[src/rtl/dcache_pkg.sv]
// Shared definitions for the direct-mapped data cache and its miss handler.
// Holds the miss-handler state encoding, the default geometry and the
// address-field widths derived from it, plus a block-alignment helper.
package dcache_pkg;

  localparam int unsigned ADDR_W       = 32;
  localparam int unsigned BLOCK_SIZE_D = 128;
  localparam int unsigned NUM_ENTS_D   = 64;

  localparam int unsigned OFFSET_W = $clog2(BLOCK_SIZE_D / 8);
  localparam int unsigned INDEX_W  = $clog2(NUM_ENTS_D);
  localparam int unsigned TAG_W    = ADDR_W - OFFSET_W - INDEX_W;

  typedef enum logic [2:0] {
    IDLE,
    FILL_REQ,
    FILL_WAIT,
    REPAIR,
    WB_REQ,
    DONE
  } miss_state_t;

  // Clear the byte-offset bits so the address points at the start of a block.
  function automatic logic [ADDR_W-1:0] block_align(input logic [ADDR_W-1:0] addr,
                                                    input int unsigned   off_w);
    logic [ADDR_W-1:0] mask;
    mask = '1;
    mask = mask << off_w;
    return addr & mask;
  endfunction

endpackage

[src/rtl/sat_counter.sv]
// Saturating up-counter used for the miss-handler statistics.
// Ports: clk, rst (async active-low clear), inc (count this cycle),
//        count (current value; holds at all-ones).
module sat_counter #(
  parameter int unsigned W = 16
) (
  input  logic         clk,
  input  logic         rst,
  input  logic         inc,
  output logic [W-1:0] count
);

  always_ff @(posedge clk or negedge rst) begin
    if (!rst) begin
      count <= '0;
    end else if (inc && (count != '1)) begin
      count <= count + 1'b1;
    end
  end

endmodule

[src/rtl/dcache_miss_handler.sv]
// Miss/refill engine between the direct-mapped data cache and main memory.
// Accepts one miss at a time, reads the missing block, merges store data on a
// write miss, repairs the cache line and writes back a dirty victim if the
// cache reports one. The load/store stage replays after miss_done_o.
// Ports:
//   clk, rst                 clock, asynchronous active-low reset
//   miss_*                   miss request from load/store stage, done pulse
//   mem_req_*, mem_resp_*    block read/write interface to memory
//   cache_*                  repair write into the cache
//   wb_evicted_*             dirty victim reported by the cache during repair
//   stat_misses_o/stat_wbs_o saturating statistics counters
module dcache_miss_handler
  import dcache_pkg::*;
#(
  parameter int unsigned BLOCK_SIZE = 128,
  parameter int unsigned NUM_ENTS   = 64,
  parameter int unsigned CNT_W      = 16
) (
  input  logic                  clk,
  input  logic                  rst,
  input  logic                  miss_valid_i,
  output logic                  miss_ready_o,
  input  logic [31:0]           miss_addr_i,
  input  logic                  miss_is_wr_i,
  input  logic [31:0]           miss_wdata_i,
  output logic                  miss_done_o,
  output logic                  mem_req_valid_o,
  input  logic                  mem_req_ready_i,
  output logic                  mem_req_we_o,
  output logic [31:0]           mem_req_addr_o,
  output logic [BLOCK_SIZE-1:0] mem_req_wdata_o,
  input  logic                  mem_resp_valid_i,
  input  logic [BLOCK_SIZE-1:0] mem_resp_data_i,
  output logic                  cache_wr_en_o,
  output logic                  cache_is_repair_o,
  output logic [31:0]           cache_wr_addr_o,
  output logic [BLOCK_SIZE-1:0] cache_repair_data_o,
  output logic                  cache_repair_dirty_o,
  input  logic                  wb_evicted_en_i,
  input  logic [BLOCK_SIZE-1:0] wb_evicted_block_i,
  input  logic [31:0]           wb_evicted_addr_i,
  output logic [CNT_W-1:0]      stat_misses_o,
  output logic [CNT_W-1:0]      stat_wbs_o
);

  localparam int unsigned OFF_W = $clog2(BLOCK_SIZE / 8);
  localparam int unsigned IDX_W = $clog2(NUM_ENTS);

  if ((BLOCK_SIZE < 32) || ((BLOCK_SIZE % 32) != 0) || (NUM_ENTS < 1) ||
      ((OFF_W + IDX_W) >= 32)) begin : g_bad_cfg
    $error("dcache_miss_handler: unsupported BLOCK_SIZE/NUM_ENTS");
  end

  miss_state_t state_q, state_d;

  logic [31:0]           lat_addr;
  logic                  lat_is_wr;
  logic [31:0]           lat_wdata;
  logic [BLOCK_SIZE-1:0] lat_block;
  logic [31:0]           vic_addr;
  logic [BLOCK_SIZE-1:0] vic_block;
  logic [BLOCK_SIZE-1:0] merged;
  int unsigned           word_idx;

  logic miss_accept;
  logic wb_accept;

  assign miss_accept = (state_q == IDLE) && miss_valid_i;
  assign wb_accept   = (state_q == WB_REQ) && mem_req_ready_i;

  // Word select taken from the byte offset shifted down by 2; written as a
  // shift so a single-word block (zero-width select) needs no special case.
  always_comb begin
    word_idx = 32'(lat_addr[OFF_W-1:0]) >> 2;
    merged   = mem_resp_data_i;
    if (lat_is_wr) begin
      merged[32*word_idx +: 32] = lat_wdata;
    end
  end

  always_ff @(posedge clk or negedge rst) begin
    if (!rst) begin
      state_q <= IDLE;
    end else begin
      state_q <= state_d;
    end
  end

  always_comb begin
    state_d = state_q;
    unique case (state_q)
      IDLE:      if (miss_valid_i)     state_d = FILL_REQ;
      FILL_REQ:  if (mem_req_ready_i)  state_d = FILL_WAIT;
      FILL_WAIT: if (mem_resp_valid_i) state_d = REPAIR;
      REPAIR:    state_d = wb_evicted_en_i ? WB_REQ : DONE;
      WB_REQ:    if (mem_req_ready_i)  state_d = DONE;
      DONE:      state_d = IDLE;
      default:   state_d = IDLE;
    endcase
  end

  always_ff @(posedge clk or negedge rst) begin
    if (!rst) begin
      lat_addr  <= '0;
      lat_is_wr <= 1'b0;
      lat_wdata <= '0;
      lat_block <= '0;
      vic_addr  <= '0;
      vic_block <= '0;
    end else begin
      if (miss_accept) begin
        lat_addr  <= miss_addr_i;
        lat_is_wr <= miss_is_wr_i;
        lat_wdata <= miss_wdata_i;
      end
      if ((state_q == FILL_WAIT) && mem_resp_valid_i) begin
        lat_block <= merged;
      end
      if ((state_q == REPAIR) && wb_evicted_en_i) begin
        vic_addr  <= wb_evicted_addr_i;
        vic_block <= wb_evicted_block_i;
      end
    end
  end

  // Outputs decode only the state register and latched data, so nothing on
  // the memory input side reaches the memory request outputs combinationally.
  always_comb begin
    miss_ready_o         = 1'b0;
    miss_done_o          = 1'b0;
    mem_req_valid_o      = 1'b0;
    mem_req_we_o         = 1'b0;
    mem_req_addr_o       = '0;
    mem_req_wdata_o      = '0;
    cache_wr_en_o        = 1'b0;
    cache_is_repair_o    = 1'b0;
    cache_wr_addr_o      = '0;
    cache_repair_data_o  = '0;
    cache_repair_dirty_o = 1'b0;
    unique case (state_q)
      IDLE: miss_ready_o = 1'b1;
      FILL_REQ: begin
        mem_req_valid_o = 1'b1;
        mem_req_addr_o  = block_align(lat_addr, OFF_W);
      end
      REPAIR: begin
        cache_wr_en_o        = 1'b1;
        cache_is_repair_o    = 1'b1;
        cache_wr_addr_o      = lat_addr;
        cache_repair_data_o  = lat_block;
        cache_repair_dirty_o = lat_is_wr;
      end
      WB_REQ: begin
        mem_req_valid_o = 1'b1;
        mem_req_we_o    = 1'b1;
        mem_req_addr_o  = block_align(vic_addr, OFF_W);
        mem_req_wdata_o = vic_block;
      end
      DONE: miss_done_o = 1'b1;
      default: ;
    endcase
  end

  sat_counter #(.W(CNT_W)) u_stat_misses (
    .clk   (clk),
    .rst   (rst),
    .inc   (miss_accept),
    .count (stat_misses_o)
  );

  sat_counter #(.W(CNT_W)) u_stat_wbs (
    .clk   (clk),
    .rst   (rst),
    .inc   (wb_accept),
    .count (stat_wbs_o)
  );

endmodule

[config.mk]
export PLATFORM = sky130hd
export DESIGN_NAME = dcache_miss_handler
export DESIGN_NICKNAME = d
export VERILOG_FILES = /design/src/rtl/dcache_pkg.sv /design/src/rtl/sat_counter.sv /design/src/rtl/dcache_miss_handler.sv
export SDC_FILE = /design/constraint.sdc
export NUM_CORES = 1
export LEC_CHECK = 0
export ABC_AREA = 1
export CELL_PAD_IN_SITES_DETAIL_PLACEMENT = 1
export CELL_PAD_IN_SITES_GLOBAL_PLACEMENT = 1
export CORE_AREA = 2 2 280 282
export CTS_CLUSTER_SIZE = 14
export DETAILED_ROUTE_END_ITERATION = 10
export DIE_AREA = 0 0 282 284
export GPL_ROUTABILITY_DRIVEN = 0
export HOLD_SLACK_MARGIN = 0.06
export PLACE_DENSITY_LB_ADDON = 0.1
export SKIP_CTS_REPAIR_TIMING = 1
export SYNTH_ARGS = -nofsm -noshare
export SYNTH_HDL_FRONTEND = slang
export SYNTH_SLANG_ARGS = --single-unit
[constraint.sdc]
create_clock -name clk -period 3.1 [get_ports clk]
set_input_delay 0.31 -clock clk [delete_from_list [all_inputs] [get_ports clk]]
set_output_delay 0.31 -clock clk [all_outputs]
set_load 0.01 [all_outputs]
==> flow_summary.toml <==
[global_route]
grt_pass1_vias = 20280
grt_max_degree = 136
grt_pass1_wl_mm = 129
grt.overflow.total = 0
grt_usage_pct = 21.4
grt_antenna_before_repair = 32

[synthesis]
async_flop_share_pct = 100
yosysSeqAreaShare_pct = 51.3
yosysMostFrequentCell = "nand2_1"
synth-edff-count = 0
synth_cell_type_count = 27
synthTopCellsByCount = "nand2_1, nor2_1, dfrtp_1"
yosysWarnings = 0
synth_cells = 2437
ys_ff_latch = 384
synth-main-ff-cell = "dfrtp_1"
synth_area_per_cell_um2 = 7.69
synth.area.top_cells = "dfrtp_1, nand2_1, nor2_1, inv_1, a21oi_1"
netlist.area_leader.share_pct = 51.3
synth_area_leader_cell = "dfrtp_1"
netlist_area_um2 = 18700

[min_path]
hold_path.class = "primary input to asynchronous set/reset pin"

[timing]
timing.setup.tns_ps = 0
finalHoldViolations = 0
fin_worst_skew_ps = 15.4
timing.hold.ws_ps = 214
rsz0062_at_grt = "no"
setup_viol = 0
period_share_pct = 95.9
max_slew_margin_pct = 33.4
fmax_mhz = 336
worst_slew_pin_slew_ps = 999
slew_viol_final = 0
fin_crit_ps = 2970

[routing]
wl_per_cell_um = 20.9
wl_met1_mm = 34.5
routed-via-count = 18944
dr_wl_met3_mm = 5.89
via_per_inst = 4.54
wl_mm = 87.2
route.detailed.drc = 0
drt_iter0_drc = 838
wl_met2_mm = 44.3
top_layer = "met5"
drt-pass1-iter-count = 5
ant_nets = 0

[status]
status = "complete, no violations"

[clocking]
clockBufferDepth = 3
numCtsBuffers = 49
cts_sinks = 384
cts_tree = "done"
cts-root-buf = "clkbuf_16"
clk_transition_reported_paths_ps = 60
clock_latency_ps = 580
htree_levels = 2

[die]
initial_core_util_pct = 24.4
dieArea_um2 = 80100
placementRows = 102
core_um2 = 77000
die_width_um = 282
io_pins = 718
die_y_um = 284

[setup_path]
cp_data_arrival_time_ps = 2660
end_kind = "output pin"
crit_type = "register to output pin"
cp.required_ps = 2790
crit_fanout = 131
startpoint_type = "register"
r2r_cells = 9

[placed_design]
port_buffers = 709
hpwl_mm = 63.8

[pwr]
p_leak_nw = 13.2
power_density_nw_per_um2 = 845
max-vdd-ir-drop_uv = 357

[final_layout]
fin_nets = 3447
syn_to_final_growth_pct = 52.4
drive_gt1_share_pct = 4.56

[flow_run]
maxCapViolCount = 0
## logic make-up after synthesis
kind of cell	count (synthesis)	share of synthesized area, %
buffers and inverters	489	11.1
flip-flops	384	51.3
AND/OR/NAND/NOR	1075	22.8
other	1	0.0200
adder cells (fa/ha/maj)	7	0.467
XOR/XNOR	13	0.607
AO/OA/AOI/OAI	468	13.8
## cell usage in the layout, fill, tap and decap left out, drive strengths merged, types with 7 or more instances in the layout
master and n:
ha 7, nor2 463, clkbuf 79, o21ai 148
buf 44, xor2 9, nand3 78, nand4 40
nand2 490, a21oi 224, inv 326, dfrtp 384
diode 14, a22oi 95, clkdlybuf4s50 705
## metrics by stage
| stage | utilization (%) | area [µm²] | instances | worst slack, ps | power, mW |
|---|---|---|---|---|---|
| floorplan | - | 18800 | 2440 | 902 | 13.3 |
| global placement | 34.9 | 26800 | 4069 | 707 | 18.1 |
| detailed placement | 34.9 | 26800 | 4069 | 661 | 18.5 |
| CTS | 37.0 | 28500 | 4156 | 43.0 | 24.6 |
| global route | 37.1 | 28600 | 4169 | 5.29 | 25.9 |
| finish | 37.1 | 28600 | 4171 | 127 | 24.1 |
## area by class of cell
cell class              instances  area [µm²]
fillers                      9178       48400
flip-flops and latches        384        9610
repair buffers                753        7590
multi-input cells            1567        7130
clock buffers                  79        1530
well taps                    1040        1300
inverters                     326        1230
clock inverters                 8         143
diodes                         14        35.0
## worst max-delay path, cell delays in order (launching register included)
cell and delay [ps]:
dfrtp_1 440, nor2_2 190, nand2_4 70, buf_12 210
nor2_1 380, clkdlybuf4s50_1 600
## sequential cells by signal (all words and copies together), names as in the netlist
register	flops
lat_addr	32
lat_block	128
lat_is_wr	1
lat_wdata	32
state_q	3
u_stat_misses.count	16
u_stat_wbs.count	16
vic_addr	28
vic_block	128
## power breakdown
group | leakage, nW | total [mW] | switching (mW) | internal, mW
sequential | 4.41 | 8.42 | 1.22 | 7.20
combinational | 7.93 | 9.75 | 5.82 | 3.93
clock | 0.822 | 5.98 | 2.30 | 3.67
total | 13.2 | 24.1 | 9.35 | 14.8
## path summary, 6_finish.rpt
| path | to | start | slack, ps |
|---|---|---|---|
| hold / removal | vic_block[51]$_DFFE_PN0P_ | rst | 210 |
| setup reg to reg | lat_block[126]$_DFFE_PN0P_ | lat_addr[2]$_DFFE_PN0P_ | 680 |
| hold reg to reg | vic_addr[6]$_DFFE_PN0P_ | vic_addr[6]$_DFFE_PN0P_ | 470 |
| max in group asynchronous | lat_block[107]$_DFFE_PN0P_ | rst | 1680 |
| min in group clk | lat_wdata[30]$_DFFE_PN0P_ | miss_wdata_i[30] | 270 |
| setup / recovery | mem_req_wdata_o[66] | state_q[1]$_DFFE_PN0P_ | 130 |
## layer usage
| layer | up-vias | GRT usage [%] |
|---|---|---|
| met4 | 36 | 6.78 |
| met3 | 138 | 6.16 |
| met5 | - | 0 |
| met2 | 475 | 37.6 |
| met1 | 9364 | 24.7 |
| li1 | 8931 | - |
Note: power is estimated with default switching activity, not from simulation.
